## src/rtl/digilent_kypd_emulator_if.sv

```systemverilog
// Key-press command channel for the PMOD KYPD emulator.
// Producer drives code/hold with valid; the emulator answers with ready.
interface digilent_kypd_emulator_if;
    logic        key_valid_i;
    logic        key_ready_o;
    logic [3:0]  key_code_i;
    logic [15:0] key_hold_us_i;

    modport master (
        output key_valid_i,
        output key_code_i,
        output key_hold_us_i,
        input  key_ready_o
    );

    modport slave (
        input  key_valid_i,
        input  key_code_i,
        input  key_hold_us_i,
        output key_ready_o
    );
endinterface

```

## src/rtl/digilent_kypd_emulator.sv

```systemverilog
// Digilent PMOD KYPD keypad-side emulator: queued key presses close matrix contacts.
// Define KYPD_EMU_BOUNCE_EN to add press/release contact-bounce windows.
module digilent_kypd_emulator #(
    parameter real ClockFrequencyInMHz = 100.0,
    parameter int  ReleaseGapCycles    = 1000,
    parameter int  BounceCycles        = 64,
    parameter int  FifoDepth           = 4
) (
    input  logic                           clk_i,
    input  logic                           reset_i,
    input  logic [3:0]                     kypd_cols_i,
    output logic [3:0]                     kypd_rows_o,
    digilent_kypd_emulator_if.slave        key_if,
    output logic                           pressed_o,
    output logic                           busy_o,
    output logic                           done_o
);

    localparam int CyclesPerUs = int'(ClockFrequencyInMHz);
    localparam int HoldW       = $clog2(65535 * CyclesPerUs + 1);
    localparam int GapW        = $clog2(ReleaseGapCycles + 1);
    localparam int BncW        = $clog2(BounceCycles + 1);
    localparam int MaxHG       = (HoldW > GapW) ? HoldW : GapW;
    localparam int CntW        = (MaxHG > BncW) ? MaxHG : BncW;
    localparam int PtrW        = $clog2(FifoDepth);

    localparam logic [CntW-1:0] GapLast = CntW'(ReleaseGapCycles - 1);
`ifdef KYPD_EMU_BOUNCE_EN
    localparam logic [CntW-1:0] BncLast = CntW'(BounceCycles - 1);
`endif

    typedef enum logic [2:0] {
        S_IDLE,
        S_PRESS_BOUNCE,
        S_HOLD,
        S_RELEASE_BOUNCE,
        S_GAP
    } state_t;

    logic [3:0]      r_fifo_code [FifoDepth];
    logic [15:0]     r_fifo_hold [FifoDepth];
    logic [PtrW-1:0] r_wr_ptr;
    logic [PtrW-1:0] r_rd_ptr;
    logic [PtrW:0]   r_count;

    state_t          r_state;
    logic [CntW-1:0] r_cnt;
    logic [3:0]      r_code;
    logic [HoldW-1:0] r_hold_last;
    logic            r_pressed;
    logic            r_done;

    state_t          w_state_nxt;
    logic [CntW-1:0] w_cnt_nxt;
    logic [CntW-1:0] w_cnt_inc;
    logic [3:0]      w_code_nxt;
    logic [HoldW-1:0] w_hold_last_nxt;
    logic            w_pressed_nxt;
    logic            w_done_nxt;
    logic            w_push;
    logic            w_pop;
    logic            w_ready;
    logic [3:0]      w_head_code;
    logic [15:0]     w_head_hold;
    logic [15:0]     w_hold_eff;
    logic [HoldW-1:0] w_hold_cyc;
    logic [1:0]      w_row;
    logic [1:0]      w_col;
    logic [3:0]      w_rows;

    assign w_ready            = (r_count != (PtrW + 1)'(FifoDepth));
    assign key_if.key_ready_o = w_ready;
    assign w_push             = key_if.key_valid_i && w_ready;

    assign w_head_code = r_fifo_code[r_rd_ptr];
    assign w_head_hold = r_fifo_hold[r_rd_ptr];
    assign w_hold_eff  = (w_head_hold == 16'd0) ? 16'd1 : w_head_hold;
    assign w_hold_cyc  = HoldW'(w_hold_eff) * HoldW'(CyclesPerUs);

    always_ff @(posedge clk_i) begin
        if (w_push) begin
            r_fifo_code[r_wr_ptr] <= key_if.key_code_i;
            r_fifo_hold[r_wr_ptr] <= key_if.key_hold_us_i;
        end
    end

    // Push and pop may coincide; the count nets them out.
    always_ff @(posedge clk_i or posedge reset_i) begin
        if (reset_i) begin
            r_wr_ptr <= '0;
            r_rd_ptr <= '0;
            r_count  <= '0;
        end else begin
            if (w_push) r_wr_ptr <= r_wr_ptr + 1'b1;
            if (w_pop)  r_rd_ptr <= r_rd_ptr + 1'b1;
            r_count <= r_count + (PtrW + 1)'(w_push) - (PtrW + 1)'(w_pop);
        end
    end

    always_ff @(posedge clk_i or posedge reset_i) begin
        if (reset_i) begin
            r_state     <= S_IDLE;
            r_cnt       <= '0;
            r_code      <= '0;
            r_hold_last <= '0;
            r_pressed   <= 1'b0;
            r_done      <= 1'b0;
        end else begin
            r_state     <= w_state_nxt;
            r_cnt       <= w_cnt_nxt;
            r_code      <= w_code_nxt;
            r_hold_last <= w_hold_last_nxt;
            r_pressed   <= w_pressed_nxt;
            r_done      <= w_done_nxt;
        end
    end

    assign w_cnt_inc = (r_cnt == '1) ? r_cnt : r_cnt + 1'b1;

    always_comb begin
        w_state_nxt     = r_state;
        w_cnt_nxt       = r_cnt;
        w_code_nxt      = r_code;
        w_hold_last_nxt = r_hold_last;
        w_pressed_nxt   = r_pressed;
        w_done_nxt      = 1'b0;
        w_pop           = 1'b0;
        case (r_state)
            S_IDLE: begin
                if (r_count != '0) begin
                    w_pop           = 1'b1;
                    w_code_nxt      = w_head_code;
                    w_hold_last_nxt = w_hold_cyc - 1'b1;
                    w_cnt_nxt       = '0;
                    w_pressed_nxt   = 1'b1;
`ifdef KYPD_EMU_BOUNCE_EN
                    w_state_nxt     = S_PRESS_BOUNCE;
`else
                    w_state_nxt     = S_HOLD;
`endif
                end
            end
`ifdef KYPD_EMU_BOUNCE_EN
            S_PRESS_BOUNCE: begin
                if (r_cnt == BncLast) begin
                    w_state_nxt   = S_HOLD;
                    w_cnt_nxt     = '0;
                    w_pressed_nxt = 1'b1;
                end else begin
                    w_cnt_nxt = w_cnt_inc;
                    if (r_cnt[2:0] == 3'd7) w_pressed_nxt = !r_pressed;
                end
            end
            S_RELEASE_BOUNCE: begin
                if (r_cnt == BncLast) begin
                    w_state_nxt   = S_GAP;
                    w_cnt_nxt     = '0;
                    w_pressed_nxt = 1'b0;
                end else begin
                    w_cnt_nxt = w_cnt_inc;
                    if (r_cnt[2:0] == 3'd7) w_pressed_nxt = !r_pressed;
                end
            end
`endif
            S_HOLD: begin
                if (r_cnt == CntW'(r_hold_last)) begin
`ifdef KYPD_EMU_BOUNCE_EN
                    w_state_nxt   = S_RELEASE_BOUNCE;
`else
                    w_state_nxt   = S_GAP;
`endif
                    w_cnt_nxt     = '0;
                    w_pressed_nxt = 1'b0;
                end else begin
                    w_cnt_nxt = w_cnt_inc;
                end
            end
            S_GAP: begin
                if (r_cnt == GapLast) begin
                    w_state_nxt = S_IDLE;
                    w_cnt_nxt   = '0;
                    w_done_nxt  = 1'b1;
                end else begin
                    w_cnt_nxt = w_cnt_inc;
                end
            end
            default: begin
                w_state_nxt   = S_IDLE;
                w_pressed_nxt = 1'b0;
            end
        endcase
    end

    // Row/column index 0 is row1/col1, which sits on bit 3 of the buses.
    always_comb begin
        w_row = 2'd0;
        w_col = 2'd0;
        case (r_code)
            4'h1, 4'h2, 4'h3, 4'hA: w_row = 2'd0;
            4'h4, 4'h5, 4'h6, 4'hB: w_row = 2'd1;
            4'h7, 4'h8, 4'h9, 4'hC: w_row = 2'd2;
            default:                w_row = 2'd3;
        endcase
        case (r_code)
            4'h1, 4'h4, 4'h7, 4'h0: w_col = 2'd0;
            4'h2, 4'h5, 4'h8, 4'hF: w_col = 2'd1;
            4'h3, 4'h6, 4'h9, 4'hE: w_col = 2'd2;
            default:                w_col = 2'd3;
        endcase
    end

    always_comb begin
        w_rows = 4'hF;
        if (r_pressed && !kypd_cols_i[~w_col]) w_rows[~w_row] = 1'b0;
    end

    assign kypd_rows_o = w_rows;
    assign pressed_o   = r_pressed;
    assign done_o      = r_done;
    assign busy_o      = (r_state != S_IDLE) || (r_count != '0);

endmodule

```

## src/flat_wrapper.sv

```systemverilog
// flat-port wrapper written by rule: the top's interface ports become plain ports
module digilent_kypd_emulator_flat 
#(
    parameter real ClockFrequencyInMHz = 100.0,
    parameter int  ReleaseGapCycles    = 1000,
    parameter int  BounceCycles        = 64,
    parameter int  FifoDepth           = 4
)
  (clk_i, reset_i, kypd_cols_i, kypd_rows_o, pressed_o, busy_o, done_o, key_if_key_valid_i, key_if_key_code_i, key_if_key_hold_us_i, key_if_key_ready_o);
  digilent_kypd_emulator_if key_if_i ();
  input  logic clk_i;
  input  logic reset_i;
  input  logic [3:0] kypd_cols_i;
  output logic [3:0] kypd_rows_o;
  output logic pressed_o;
  output logic busy_o;
  output logic done_o;
  input wire logic [$bits(key_if_i.key_valid_i)-1:0] key_if_key_valid_i;
  input wire logic [$bits(key_if_i.key_code_i)-1:0] key_if_key_code_i;
  input wire logic [$bits(key_if_i.key_hold_us_i)-1:0] key_if_key_hold_us_i;
  output wire logic [$bits(key_if_i.key_ready_o)-1:0] key_if_key_ready_o;
  assign key_if_i.key_valid_i = key_if_key_valid_i;
  assign key_if_i.key_code_i = key_if_key_code_i;
  assign key_if_i.key_hold_us_i = key_if_key_hold_us_i;
  assign key_if_key_ready_o = key_if_i.key_ready_o;
  digilent_kypd_emulator #(.ClockFrequencyInMHz(ClockFrequencyInMHz), .ReleaseGapCycles(ReleaseGapCycles), .BounceCycles(BounceCycles), .FifoDepth(FifoDepth)) u_core (.clk_i(clk_i), .reset_i(reset_i), .kypd_cols_i(kypd_cols_i), .kypd_rows_o(kypd_rows_o), .key_if(key_if_i), .pressed_o(pressed_o), .busy_o(busy_o), .done_o(done_o));
endmodule
```

## config.mk

```make
export PLATFORM = sky130hd
export DESIGN_NAME = digilent_kypd_emulator_flat
export DESIGN_NICKNAME = d
export VERILOG_FILES = /design/src/rtl/digilent_kypd_emulator_if.sv /design/src/rtl/digilent_kypd_emulator.sv /design/src/flat_wrapper.sv
export SDC_FILE = /design/constraint.sdc
export NUM_CORES = 1
export LEC_CHECK = 0
export ABC_AREA = 0
export CAP_MARGIN = 5
export CORE_MARGIN = 2
export CORE_UTILIZATION = 50
export DETAILED_ROUTE_END_ITERATION = 8
export PLACE_DENSITY_LB_ADDON = 0.25
export SETUP_SLACK_MARGIN = 0.1
export SYNTH_ARGS = -nofsm -noshare
export SYNTH_HDL_FRONTEND = slang
export SYNTH_SLANG_ARGS = --single-unit
```

## constraint.sdc

```tcl
create_clock -name clk_i -period 5.9 [get_ports clk_i]
set_clock_uncertainty 0.1 [all_clocks]
set_input_delay 0.59 -clock clk_i [delete_from_list [all_inputs] [get_ports clk_i]]
set_output_delay 0.59 -clock clk_i [all_outputs]
set_load 0.05 [all_outputs]
```

# Word-level counts from Yosys, hierarchy flattened
# Memory sizes are Yosys's and may differ from the RTL's. A register that Yosys moved wholly into a read port is not among the register bits.
# Cells that the tools add are included.
[totals] romBits=64 ff_bits=58 output_inout_bits=8 inputBits=27 elab_cells=73 ramBits=80 n_memories=4
[op_classes] order_cmp=3 addsub=6 n_reduce_logical=14 n_eq_ne=9 bitwise_logic=4 n_mux=24 multipliers=1
[memory_table] name="u_core.r_fifo_hold" depth=4 width=16 read_ports=1 rd_clocked_by_memory_dff=0 wr=1 line_no="digilent_kypd_emulator.sv:41" text="logic [15:0] r_fifo_hold [FifoDepth];"
[memory_table] name="(name not given)" depth=16 width=2 read_ports=1 rd_clocked_by_memory_dff=0 wr=0 line_no="digilent_kypd_emulator.sv:198" text="case (r_code)"
[memory_table] name="(name not given)" depth=16 width=2 read_ports=1 rd_clocked_by_memory_dff=0 wr=0 line_no="digilent_kypd_emulator.sv:204" text="case (r_code)"
[memory_table] name="u_core.r_fifo_code" depth=4 width=4 read_ports=1 rd_clocked_by_memory_dff=1 wr=1 line_no="digilent_kypd_emulator.sv:40" text="logic [3:0] r_fifo_code [FifoDepth];"
[ops] cell="two-way mux 23 bit" count=4
[ops] cell="case mux 23 bit (3 select lines)" count=1
[ops] cell="adder 23 x 1 -> 23 bit, second input constant" count=1
[ops] cell="equality test 23 x 10 -> 1 bit, second input constant" count=1
[ops] cell="equality test 23 bit" count=1
[ops] cell="equality test 23 bit, second input constant" count=1
[ops] cell="subtractor 23 x 1 -> 23 bit, second input constant" count=1
[ops] cell="multiplier 16 x 5 -> 21 bit, second input constant" count=1
[ops] cell="zero test 16 bit" count=1
[ops] cell="two-way mux 16 bit" count=1
[ops] cell="two-way mux 1 bit" count=10
[ops] cell="two-way mux 3 bit" count=3
[ops] cell="case mux 3 bit (3 select lines)" count=1
[ops] cell="nonzero test 3 bit" count=3
[ops] cell="less-than comparator 2 x 3 -> 1 bit, second input constant" count=2
[ops] cell="inequality test 2 x 1 -> 1 bit, second input constant" count=3
[ops] cell="AND reduction 3 bit" count=2
[ops] cell="adder 2 x 1 -> 2 bit, second input constant" count=2
[ops] cell="two-way mux 4 bit" count=1
[ops] cell="NOT 2 bit" count=2
[ops] cell="NOT 4 bit" count=1
[ops] cell="AND reduction 2 bit" count=2
[ops] cell="adder 3 x 1 -> 3 bit" count=1
[ops] cell="equality test 3 x 2 -> 1 bit, second input constant" count=1
[ops] cell="12 further kinds" count=14

# Logic depth before layout (Yosys ltp)
# An unclocked memory read counts as a cell.
[depth] depth_word=8 ltp_mapped=20 depth_no_buf=18

# Worst setup path before layout
# Ideal clock, no wire load.
[synth_timing] kind="reg-to-reg" from="reg u_core.r_rd_ptr[0]" to="reg u_core.r_hold_last[22]" t_required_ps=5675 stages_incl_launch_ff=21 setup_ps=125 path_buffers=2 path_slack_ps=825 period_less_slack_ps=5075 t_arrival_ps=4850 cell_sequence="dfrtp_1 -> buf_6 -> buf_6 -> mux4_2 -> nor4_1 -> and4_1 -> a21o_1 -> inv_1 -> ha_1 -> xor2_1 -> ha_1 -> inv_1 -> fa_1 -> nand2b_1 -> a21o_1 -> a311oi_2 -> nand4b_1 -> or4_4 -> nor4b_4 -> a211o_1 -> nand3_1"
[synth_via] elab_chain_cells=5
[synth_rtl] element="from (decl)" line_no="digilent_kypd_emulator.sv:43" text="logic [PtrW-1:0] r_rd_ptr;"
[synth_rtl] element="from (signal assigned)" line_no="digilent_kypd_emulator.sv:95" text="if (w_pop) r_rd_ptr <= r_rd_ptr + 1'b1;"
[synth_rtl] element="memory (4 x 16 bit) *"
[synth_rtl] element="zero test 16 bit" line_no="digilent_kypd_emulator.sv:77" text="assign w_hold_eff = (w_head_hold == 16'd0) ? 16'd1 : w_head_hold;"
[synth_rtl] element="two-way mux 16 bit *" line_no="digilent_kypd_emulator.sv:77"
[synth_rtl] element="multiplier 16 x 5 -> 21 bit *" line_no="digilent_kypd_emulator.sv:78" text="assign w_hold_cyc = HoldW'(w_hold_eff) * HoldW'(CyclesPerUs);"
[synth_rtl] element="subtractor 23 x 1 -> 23 bit *" line_no="digilent_kypd_emulator.sv:133" text="w_hold_last_nxt = w_hold_cyc - 1'b1;"
[synth_rtl] element="to (signal assigned)" line_no="digilent_kypd_emulator.sv:112" text="r_hold_last <= w_hold_last_nxt;"
[synth_rtl] element="to (decl)" line_no="digilent_kypd_emulator.sv:49" text="logic [HoldW-1:0] r_hold_last;"
# Every way passes the cells marked *; elsewhere a longest branch is shown, timed or not.
# A chain may end at the register's enable or synchronous reset.

# Final worst setup path
# Same ends and word-level chain as after synthesis.

==> flow_metrics.env <==
export IMPL_top_layer="met4"
export IMPL_drc=0
export IMPL_drtIter0Drc=333
export IMPL_clock_sinks=140
export IMPL_cp_max_fo=15
export IMPL_slowest_stage="mux4_2"
export IMPL_critPathTopFamily="simple AND/OR/NAND/NOR gates"
export IMPL_synth_top_area_cell="edfxtp_1"
export IMPL_syn2layout_area_growth_pct=14.00
export IMPL_synth_area_leaders="edfxtp_1, dfrtp_1, ha_1"
export IMPL_yosysTopAreaCellShare_pct=28.67
export IMPL_slew_limit_headroom_pct=29.07
export IMPL_dp_hpwl_um=12520
export IMPL_synthMuxAreaShare_pct=6.420
export IMPL_setup_viol=0
export IMPL_hold_class="register to register"
export IMPL_netlist_instances=740
export IMPL_wl_per_cell_um=17.26
export IMPL_core_area_um2=16470
export IMPL_grt_overflow_total=0
export IMPL_maxCapViolations=0
export IMPL_diodes=0
export IMPL_async_reset_ff_share_pct=42.86
export IMPL_drt_wl_total_um=17420
export IMPL_path_cells="buf_8 -> mux4_2 -> nor4_1 -> and4_1 -> a21o_1 -> inv_1 -> ha_1 -> xor2_1 -> ha_1 -> inv_1 -> fa_1 -> nand2b_1 -> a21o_1 -> a311oi_4 -> nand4b_1 -> or4_4 -> nor4b_4 -> a211o_1 -> nand3_1"
export IMPL_wl_met3_um=643
export IMPL_htree_levels=4
export IMPL_synth_nets=841
export IMPL_portBuffers=34
export IMPL_post_cts_buffers=0
export IMPL_fmax_mhz=184.2
export IMPL_cts_tree="built"
export IMPL_stdcell_area_um2=9554
export IMPL_cp_end_kind="register"
export IMPL_worstPathRequired_ps=6100
export IMPL_layout_nets=878
export IMPL_synth_xor_area_share_pct=7.316
export IMPL_die_w_um=133.5
export IMPL_slew_violations=0
export IMPL_setup_tns_ps=0
export IMPL_mappedNetlistArea_um2=8381
export IMPL_ys_warn_count=0
export IMPL_cp_buffers_inverters=3
export IMPL_cts_made_buffers=17
export IMPL_finalCriticalPeriod_ps=5430
export IMPL_viasPerCell=5.619
export IMPL_wl_met1_um=8070
export IMPL_synth_compound_area_share_pct=8.943
export IMPL_num_vias=5670
export IMPL_die_area_um2=17810
export IMPL_gp_congestion=0.8487
export IMPL_cts_resized=0
export IMPL_die_h_um=133.5
export IMPL_status="completed"
export IMPL_tightest_slew_ps=1064
export IMPL_critical_path_class="register to register"
export IMPL_synth_edf_count=80
export IMPL_cp_slowest_stage_delay_ps=580
export IMPL_drt_pass1_iterations=5
export IMPL_antenna_found_initial=0
export IMPL_max_clock_path_buffers=2
export IMPL_syn_area_per_cell_um2=11.33
export IMPL_crit_path_start_kind="register"
export IMPL_clkSlewWorstSetupHoldPaths_ps=60
export IMPL_final_cell_mix="edfxtp_1, inv_1, ha_1, dfrtp_1, nand2_1"
export IMPL_yosysUniqueCellTypes=73
export IMPL_root_buffer="clkbuf_16"
export IMPL_row_count=47
export IMPL_arrival_ps=5630
export IMPL_ys_ff_latch=140
export IMPL_synthSimpleGateAreaFrac_pct=13.93
export IMPL_grt_pass1_vias=5856
export IMPL_synth_top_family_by_area="simple AND/OR/NAND/NOR gates"
export IMPL_hold_viol_final=0
export IMPL_drive_gt1_share_pct=8.872
export IMPL_clock_latency_ps=430
export IMPL_synthAdderAreaFrac_pct=12.12
export IMPL_synth_main_ff_cell="edfxtp_1"
export IMPL_seq_area_frac_synth_pct=46.58
export IMPL_rsz0062_at_grt="false"
export IMPL_final_period_utilization_pct=92.03
export IMPL_cts_hold_buffers_added=0
export IMPL_grt_max_degree=61
export IMPL_place_area_um2=8922
export IMPL_mostFrequentLayoutCell="edfxtp_1"
export IMPL_io_pins=35
export IMPL_wl_met2_um=8438
export IMPL_initial_core_util_pct=50.90
export IMPL_grt_first_pass_wirelength_um=29360
export IMPL_grt_use_total_pct=20.93
export IMPL_ant_nets=0
registers in the layout, summed over array words and instances (netlist names):
register / cells
u_core.r_fifo_code: 16
u_core.r_hold_last: 22
u_core.r_wr_ptr: 2
u_core.r_state: 2
u_core.r_cnt: 23
u_core.pressed_o: 1
u_core.r_code: 4
u_core.r_fifo_hold: 64
u_core.r_rd_ptr: 2
u_core.done_o: 1
u_core.r_count: 3
Yosys cell counts (all sizes together), types with 5 or more instances:
| cell | n |
|---|---|
| a211o | 5 |
| a21o | 7 |
| a21oi | 22 |
| and2 | 10 |
| and3 | 8 |
| and4 | 5 |
| buf | 11 |
| clkbuf | 13 |
| dfrtp | 60 |
| edfxtp | 80 |
| fa | 12 |
| ha | 62 |
| inv | 69 |
| mux4 | 22 |
| nand2 | 58 |
| nand2b | 9 |
| nand3 | 23 |
| nand4 | 9 |
| nor2 | 55 |
| nor2b | 6 |
| nor3 | 12 |
| nor4 | 13 |
| o21a | 5 |
| o21ai | 34 |
| xnor2 | 27 |
| xor2 | 43 |
stage by stage:
step | hold slack (ps) | setup WS [ps] | cells | utilization, %
floorplan | 350.8 | 825.4 | 740 | -
global placement | 371.3 | 556.5 | 978 | 54.19
detailed placement | 399.0 | 354.4 | 978 | 54.19
CTS | 411.6 | 342.1 | 1009 | 57.85
global route | 440.7 | 126.3 | 1009 | 58.02
finish | 413.0 | 470.2 | 1009 | 58.02
routing by layer:
layer / vias to the layer above / track usage (%)
met5: - / 0
met4: 0 / 6.619
met3: 20 / 3.995
met2: 128 / 34.51
met1: 2797 / 28.24
li1: 2725 / -
cells by family (layout without fill, tap and decap cells):
group,count (synthesis),after routing
AND/OR/NAND/NOR,226,226
flip-flops,140,140
AO/OA/AOI/OAI,111,111
buffers and inverters,93,142
adder cells (fa/ha/maj),74,74
XOR/XNOR,70,70
multiplexers,26,26
final cells by class:
type	instances	area (µm²)
clock buffers	18	429.2
clock inverters	13	173.9
fillers	1359	6912
inverters	69	259.0
multi-input cells	507	4105
flip-flops and latches	140	3904
well taps	220	275.3
repair buffers	42	407.9
worst min-delay path: stages (launching register included):
cell     delay (ps)
dfrtp_1         360
nand2_1          50
o21ai_0          60
final timing paths:
kind                       cells after the start                               from  slack (ps)                            endpoint
max                                           19     u_core.r_rd_ptr[0]$_DFFE_PP0P_         470  u_core.r_hold_last[22]$_DFFE_PP0P_
min                                            2  u_core.r_hold_last[4]$_DFFE_PP0P_         410   u_core.r_hold_last[4]$_DFFE_PP0P_
max reg2reg                                   19     u_core.r_rd_ptr[0]$_DFFE_PP0P_         470  u_core.r_hold_last[22]$_DFFE_PP0P_
min reg2reg                                    2  u_core.r_hold_last[4]$_DFFE_PP0P_         410   u_core.r_hold_last[4]$_DFFE_PP0P_
max in group asynchronous                      3                            reset_i        4520   u_core.r_hold_last[7]$_DFFE_PP0P_
min in group asynchronous                      3                            reset_i         610  u_core.r_hold_last[19]$_DFFE_PP0P_
Power is left out: the tool's default activity adds up to more than one toggle a clock period on the data nets, which glitch-free logic cannot reach.
